## config.mk

```make
export PLATFORM = sky130hd
export DESIGN_NAME = mem_stage_ctrl
export DESIGN_NICKNAME = d
export VERILOG_FILES = /design/src/rtl/mem_stage_ctrl_pkg.sv /design/src/rtl/mem_stage_ctrl_wb_reg.sv /design/src/rtl/mem_stage_ctrl.sv
export SDC_FILE = /design/constraint.sdc
export NUM_CORES = 1
export LEC_CHECK = 0
export CORE_MARGIN = 2
export CORE_UTILIZATION = 34
export DETAILED_ROUTE_END_ITERATION = 8
export PLACE_DENSITY = 0.75
export SYNTH_ARGS = -nofsm -noshare
export SYNTH_HDL_FRONTEND = slang
export SYNTH_HIERARCHICAL = 1
export SYNTH_SLANG_ARGS = --single-unit
```

## constraint.sdc

```tcl
create_clock -name clk -period 1.6 [get_ports clk]
set_clock_uncertainty 0.1 [all_clocks]
set_input_delay 0.32 -clock clk [delete_from_list [all_inputs] [get_ports clk]]
set_output_delay 0.32 -clock clk [all_outputs]
set_load 0.03 [all_outputs]
```

## src/rtl/mem_stage_ctrl_pkg.sv

```systemverilog
// Shared types and widths for the MEM stage controller and its MEM/WB register.
package mem_stage_ctrl_pkg;

  localparam int REG_ADDR_W = 5;
  localparam int WORD_W     = 32;

  // FSM encoding: IDLE waits for a MEM-stage instruction, ACCESS owns the data bus.
  typedef enum logic {
    ST_IDLE   = 1'b0,
    ST_ACCESS = 1'b1
  } state_e;

  // One MEM/WB pipeline register entry.
  typedef struct packed {
    logic [WORD_W-1:0]     pc_next;
    logic                  regwrite;
    logic [REG_ADDR_W-1:0] writeaddr;
    logic [WORD_W-1:0]     writedata;
  } wb_fields_t;

  // A memory access whose byte address is not word aligned.
  function automatic logic is_unaligned(input logic access, input logic [1:0] addr_lsb);
    return access && (addr_lsb != 2'b00);
  endfunction

endpackage

```

## src/rtl/mem_stage_ctrl_wb_reg.sv

```systemverilog
// MEM/WB pipeline register. A bubble kills the register-file write and leaves
// the remaining fields untouched, so nothing downstream sees a spurious write.
module mem_stage_ctrl_wb_reg
  import mem_stage_ctrl_pkg::*;
(
  input  logic       clk,
  input  logic       rst_n,
  input  logic       bubble_i,
  input  wb_fields_t fields_i,
  output wb_fields_t fields_o
);

  wb_fields_t wb_q;

  // Load a full entry, or insert a bubble by clearing only regwrite.
  always_ff @(posedge clk or negedge rst_n) begin
    if (!rst_n) begin
      wb_q <= '0;
    end else if (bubble_i) begin
      wb_q.regwrite <= 1'b0;
    end else begin
      wb_q <= fields_i;
    end
  end

  assign fields_o = wb_q;

endmodule

```

## src/rtl/mem_stage_ctrl.sv

```systemverilog
// MEM stage controller: runs the data-memory req/ack handshake for loads and
// stores, stalls the front of the pipe while an access is outstanding, and
// feeds the MEM/WB register. Unaligned and timed-out accesses set a sticky error.
//
// state     | meaning
// ST_IDLE   | no access in flight; ALU ops retire, aligned accesses start
// ST_ACCESS | dmem_req held; waiting for ack or for the timeout to expire
module mem_stage_ctrl
  import mem_stage_ctrl_pkg::*;
#(
  parameter int unsigned TIMEOUT = 15,
  parameter int unsigned TO_W    = 8
) (
  input  logic                  clk,
  input  logic                  rst_n,
  input  logic [WORD_W-1:0]     pc_next_mem,
  input  logic                  memtoreg_mem,
  input  logic                  memwrite_mem,
  input  logic                  regwrite_mem,
  input  logic [REG_ADDR_W-1:0] writeaddr_mem,
  input  logic [WORD_W-1:0]     alu_result_mem,
  input  logic [WORD_W-1:0]     store_data_mem,
  output logic                  stall_mem,
  output logic                  dmem_req,
  output logic                  dmem_we,
  output logic [WORD_W-1:0]     dmem_addr,
  output logic [WORD_W-1:0]     dmem_wdata,
  input  logic                  dmem_ack,
  input  logic [WORD_W-1:0]     dmem_rdata,
  output logic [WORD_W-1:0]     pc_next_wb,
  output logic                  regwrite_wb,
  output logic [REG_ADDR_W-1:0] writeaddr_wb,
  output logic [WORD_W-1:0]     writedata_wb,
  output logic                  mem_err
);

  localparam logic [TO_W-1:0] CNT_LAST = TO_W'(TIMEOUT - 1);

  state_e          state_q;
  logic [TO_W-1:0] cnt_q;
  logic            err_q;

  logic       access;
  logic       unaligned;
  logic       in_access;
  logic       cnt_last;
  logic       bubble_d;
  wb_fields_t wb_d;
  wb_fields_t wb_q;

  assign access    = memtoreg_mem | memwrite_mem;
  assign unaligned = is_unaligned(access, alu_result_mem[1:0]);
  assign in_access = (state_q == ST_ACCESS);
  assign cnt_last  = (cnt_q == CNT_LAST);

  // Sequencer: start aligned accesses, finish on ack, abort on timeout.
  always_ff @(posedge clk or negedge rst_n) begin
    if (!rst_n) begin
      state_q <= ST_IDLE;
      cnt_q   <= '0;
      err_q   <= 1'b0;
    end else begin
      case (state_q)
        ST_IDLE: begin
          if (unaligned) begin
            err_q <= 1'b1;
          end else if (access) begin
            state_q <= ST_ACCESS;
            cnt_q   <= '0;
          end
        end
        ST_ACCESS: begin
          if (dmem_ack) begin
            state_q <= ST_IDLE;
          end else if (cnt_last) begin
            state_q <= ST_IDLE;
            err_q   <= 1'b1;
          end else begin
            cnt_q <= cnt_q + TO_W'(1);
          end
        end
        default: state_q <= ST_IDLE;
      endcase
    end
  end

  // Bus outputs decode straight from the state register, so reset drops the
  // request immediately; the address is forced to a word boundary.
  assign dmem_req   = in_access;
  assign dmem_we    = in_access & memwrite_mem;
  assign dmem_addr  = {alu_result_mem[WORD_W-1:2], 2'b00};
  assign dmem_wdata = store_data_mem;

  // Stall is combinational so an ack releases upstream in the same cycle;
  // rst_n gates it because the IDLE term depends only on inputs.
  always_comb begin
    stall_mem = 1'b0;
    if (in_access) begin
      stall_mem = ~dmem_ack & ~cnt_last;
    end else begin
      stall_mem = access & ~unaligned;
    end
    stall_mem = stall_mem & rst_n;
  end

  // WB entry selection: retire on no-access in IDLE or on ack, bubble otherwise.
  always_comb begin
    wb_d.pc_next   = pc_next_mem;
    wb_d.regwrite  = regwrite_mem;
    wb_d.writeaddr = writeaddr_mem;
    wb_d.writedata = (in_access && memtoreg_mem) ? dmem_rdata : alu_result_mem;
    bubble_d       = in_access ? ~dmem_ack : access;
  end

  mem_stage_ctrl_wb_reg u_wb_reg (
    .clk      (clk),
    .rst_n    (rst_n),
    .bubble_i (bubble_d),
    .fields_i (wb_d),
    .fields_o (wb_q)
  );

  assign pc_next_wb   = wb_q.pc_next;
  assign regwrite_wb  = wb_q.regwrite;
  assign writeaddr_wb = wb_q.writeaddr;
  assign writedata_wb = wb_q.writedata;
  assign mem_err      = err_q;

endmodule
```

After elaboration in Yosys (flattened, before gate mapping)
Index checks and enable logic that the tools add are counted.

Register bits after elaboration: 80. Bits of input ports: 139. Output and inout port bits: 138. Logic and storage cells: 47.

$add $sub $neg: 1. Equality and inequality tests: 7. Multiplexer cells: 18. Bitwise logic cells: 9. Reduce and logical (&&, ||, !) cells: 5.

Operators by type and width (number): $mux 32 (1); $mux 8 (4); $pmux 8 s2 (1); $mux 1 (10); $ne 2x2->1 const B (5); $add 8x1->8 const B (1); $eq 8x4->1 const B (1); $and 1x1->1 (4); $not 1->1 (4); $pmux 1 s2 (2); $reduce_and 4->1 (1); $reduce_and 3->1 (1); $logic_and 1x1->1 (2); $ne 2x1->1 const B (1); $reduce_bool 2->1 (1); $or 1x1->1 (1).

Longest topological paths before layout
Depth after elaboration: 6. Gate-level depth with buffers: 7. Gate-level depth less buffers: 6.

Modules after synthesis
The synthesis kept the hierarchy.

By module, submodules not included: mem_stage_ctrl_wb_reg (times used 1, cells each 148, area an instance 2945.3 µm², sequential area each 1751.7 µm²); mem_stage_ctrl (times used 1, cells each 166, area an instance 1490.2 µm², sequential area each 250.2 µm²).

Worst setup path before layout
Ideal clock, no wire load.

Path kind: flip-flop to flip-flop. Start point: register state_q (netlist: dmem_req). End point: register, netlist name u_wb_reg/fields_o[0]. Setup time: 0.125 ns. Arrival: 1.745 ns. Data required time: 1.375 ns. Slack: -0.370 ns. Cell stages (with the launch flop): 7. Buffers on the path: 3. Clock period less this slack: 1.970 ns. Cells stage by stage: dfrtp_1 > clkbuf_1 > nor3_1 > a21oi_1 > buf_6 > buf_12 > mux2_4.

Elaborated cells on any way between the ends: 3. Those cells by class: mux: 2; reduce/logical: 1.

RTL lines: start: declaration (RTL line mem_stage_ctrl.sv:39) `state_e state_q;`; start signal: assignment (RTL line mem_stage_ctrl.sv:59) `state_q <= ST_IDLE;`; start signal: assignment (RTL line mem_stage_ctrl.sv:68) `state_q <= ST_ACCESS;`; start signal: assignment (RTL line mem_stage_ctrl.sv:74) `state_q <= ST_IDLE;`; $mux 1 (RTL line mem_stage_ctrl.sv:112) `bubble_d = in_access ? ~dmem_ack : access;`; net bubble_d (RTL line mem_stage_ctrl.sv:47) `logic bubble_d;`.

The timed path passes the listed nets, and every way through them passes these cells. A chain may end at the register's enable or synchronous reset.

Worst setup path after layout
Start point: register cnt_q[0]. End point: output port stall_mem.

Word-level cells in the longest chain between the ends: 5.

Ends and longest elaborated chain: start: declaration (RTL line mem_stage_ctrl.sv:40) `logic [TO_W-1:0] cnt_q;`; start signal: assignment (RTL line mem_stage_ctrl.sv:79) `cnt_q <= cnt_q + TO_W'(1);`; $eq 8x4->1 (RTL line mem_stage_ctrl.sv:54) `assign cnt_last = (cnt_q == CNT_LAST);`; $not 1->1 (RTL line mem_stage_ctrl.sv:99) `stall_mem = ~dmem_ack & ~cnt_last;`; $and 1x1->1 (RTL line mem_stage_ctrl.sv:99); $mux 1 (RTL line mem_stage_ctrl.sv:98) `if (in_access) begin`; $and 1x1->1 (RTL line mem_stage_ctrl.sv:103) `stall_mem = stall_mem & rst_n;`; end: declaration (RTL line mem_stage_ctrl.sv:23) `output logic stall_mem,`.

No other way between the ends.

==> results by stage <==
Hold path:
- The type of the worst min-delay path is register to register.

Layout:
- Relative to the synthesized area, the layout overhead comes to 66.9%.
- After routing the design area is between 7000 and 8000 µm².
- The area occupied by registers is between 2000 and 2500 µm².
- In the final layout, the multi-input gates occupy approximately 2000 µm².
- The share of post-route cells with drive strength above 1 is between 40% and 50%.
- The number of nets in the finished design is 661.
- The antenna diode count is 0.
- Excluding fillers, the count of instances in the completed layout stands at approximately 700.
- Counting the fill cells in the layout gives roughly 1.0k.

Clocking:
- The CTS tree is yes.
- The CTS H-tree depth is 3.
- The cell at the root of the clock tree is clkbuf_16.
- The clock input transition at the sequential cells of the worst setup and hold paths is roughly 60 ps.
- The number of buffers inserted during clock tree synthesis is 9.
- The maximum buffer depth of the clock tree is 2.
- The clock network latency to the later pin of the worst-skew pair is between 300 and 400 ps.
- The number of clock sinks is 80.

Outcome:
- The flow ran to the end, but the final reports show violations.
- The checks that failed: setup timing.

Yosys:
- The synthesized netlist occupies a cell area of 4440 µm².
- The number of flops mapped to enable cells by yosys is 0.
- Sorting the synthesized cells by area gives the leading types as dfrtp_1 (45%), mux2_4 (23%), buf_4 (11%).
- In the synthesized netlist the async set-or-reset flop fraction comes to 100%.
- The synthesized instance count is 314.
- The number of different library cells in the post-synthesis netlist is 35.
- Sorting the synthesized cells by how often they occur yields dfrtp_1 (80), mux2_4 (69), buf_4 (64), mux2_2 (27), buf_12 (7).
- Yosys printed 6 warnings.
- The most instantiated library cell after synthesis is dfrtp_1.
- The fraction of the yosys area taken by sequential cells is 45.1%.
- The cell type contributing the most total cell area after synthesis is dfrtp_1.
- The most instantiated flip-flop cell in the synthesis netlist is dfrtp_1.
- Of the post-synthesis cell area, the dominant cell type holds a little under half.
- A synthesized cell averages 14.1 µm².
- Synthesis inferred 80 register bits.

Global route:
- Entering global routing, the biggest net connects 81 pins.
- The number of antenna violations at the first check in global routing came to 0.
- Across every metal layer, demand over resource in global routing totals a little under a fifth.
- The number of global-route vias before repair is around 3.6k.
- The overflow left after global routing is 0.
- The first global-routing pass estimated about 20000 µm of wire.

Timing:
- The final number of hold-violating endpoints is 0.
- Setup violations remaining at the end of the flow were counted as 81.
- The period utilization is 134%.
- The number of max-slew violations in the final report is 0.
- Setup repair after global routing could not meet its margin everywhere.
- The top achievable clock speed is 466 MHz.
- In the final timing run, aggregate negative setup slack is -20730 ps.
- The final worst setup slack is -547 ps.
- The post-layout minimum cycle time is between 2000 and 2500 ps.
- The final-layout worst hold slack is ~370 ps.

Flow run:
- The max-capacitance violation count is 0.

Placed design:
- The count of input and output buffers is 210.
- The half-perimeter wire length after placement is around 8000 µm.
- The setup slack at placement is -421 ps.
- Including well taps, the total number of placed cells is approximately 650.
- The area of placed instances is 6310 µm².
- The final RePlAce weighted congestion is 0.775.

Critical path:
- The required time of the worst setup path is 1180 ps.
- The nature of the critical path endpoint is an output port.
- The arrival time of data at the critical path endpoint is ~1700 ps.
- STA classifies the critical path startpoint as a register.
- The largest fanout on the critical path is 2.
- The critical path start-end classification is register to output port.

Route:
- Summed over all layers, the routed wires come to roughly 13000 µm.
- Using the TritonRoute via totals, the vias-per-cell ratio works out to 4.61.
- The pre-antenna-repair detailed-routing pass consisted of 4 iterations.
- The overall via count from detail_route is approximately 3.2k.
- The post-detailed-route wirelength per cell is between 15 and 20 µm.
- In this run the remaining antenna-violating nets after routing total 0.
- The DRC violation total after the first TritonRoute iteration is ~120.
- The final routed DRC violation total is 0.

Power and ir drop:
- In this run the static leakage power is approximately 3.6 nW.
- In this run the power density over the cells is roughly 1200 nW/µm².
- The maximum vdd drop is between 0.5 and 0.6 mV.

Floorplanning:
- During I/O placement, the number of pins put on the boundary was roughly 280.
- From left edge to right edge, the die measures roughly 120 µm.
- The floorplan has 41 rows.
- The initial utilization of the core area, before any placement, comes to 35.0%.
- In this run the standard cell core region covers about 13000 µm².
- The die is 118 µm tall.
- The total die area is between 10000 and 15000 µm².
-- registers in the layout, summed over array words and instances (netlist names) --
signal / count
dmem_req: 1
u_wb_reg/fields_o: 70
cnt_q: 8
mem_err: 1
-- layer usage --
layer,vias up,part of all wire (%),global-route usage [%]
li1,1439,-,-
met1,1580,37,21.6
met2,163,53,33.1
met3,28,7.4,4.78
met4,0,2.0,7.00
met5,-,0,0
-- power by group --
group	switching [W]	total (W)	leakage [nW]	internal (W)
Combinational	0.00189	0.00383	2.52	0.00194
Sequential	0.000277	0.00278	0.950	0.00250
Clock	0.000775	0.00207	0.150	0.00129
Total	0.00295	0.00868	3.62	0.00573
-- placed cells by master (no fill, tap or decap), types with 5 or more instances in the layout --
cell and count:
buf_12 14, buf_16 8, buf_4 54, buf_6 12, clkbuf_16 13, clkdlybuf4s50_1 104, dfrtp_1 79, dlygate4sd2_1 72
mux2_4 101, nand3_1 5, nor2_1 5
-- what timing repair did --
| action | 4_1_cts | 5_1_grt |
|---|---|---|
| endpoints found under the hold margin | 80 | 0 |
| gates cloned | 12 | 4 |
| resized for setup | 120 | 33 |
| endpoints found under the setup margin | 150 | 81 |
| pin swaps | 5 | 3 |
| hold buffers | 1 | 0 |
| buffers inserted | 14 | 13 |
-- critical path, cell delays in order (launching register included) --
cell     delay (ps)
dfrtp_1         390
inv_2            80
ha_4            130
and4b_4         260
a21oi_4          60
a21o_1          190
and2_4          150
buf_12          130
-- final cells by class --
type                    count  share of cell area [%]
clock buffers              13                    3.52
clock inverters             3                   0.541
inverters                   5                   0.254
multi-input cells         153                    26.9
flip-flops and latches     80                    27.1
well taps                 172                    2.91
repair buffers            271                    38.8
-- final timing paths --
kind,endpoint,depth (start not counted),slack [ps],start
max in group asynchronous,u_wb_reg/fields_o[24],3,490,rst_n
max,stall_mem,7,-550,cnt_q[0]
min in group asynchronous,cnt_q[2],3,560,rst_n
min reg2reg,mem_err,1,370,mem_err
min,mem_err,1,370,mem_err
max reg2reg,u_wb_reg/fields_o[16],8,-320,dmem_req
-- logic make-up (layout without fill, tap and decap cells) --
family | Yosys count | after routing | synth area share, %
muxes | 102 | 102 | 31.7
buffers and inverters | 82 | 292 | 15.3
DFF | 80 | 80 | 45.1
and+or+nand+nor | 28 | 28 | 3.67
AOI/OAI and AO/OA | 19 | 19 | 3.50
adders and majority gates | 2 | 2 | 0.564
other | 1 | 2 | 0.0845
-- per-stage QoR --
step | util, % | total power (W)
after detailed placement | 49.8 | 0.00644
after CTS | 56.7 | 0.00865
after global placement | 49.8 | 0.00638
after floorplan | - | 0.00512
after global routing | 58.4 | 0.00905
final | 58.4 | 0.00868
No activity file was read; power rests on OpenSTA's default activity.
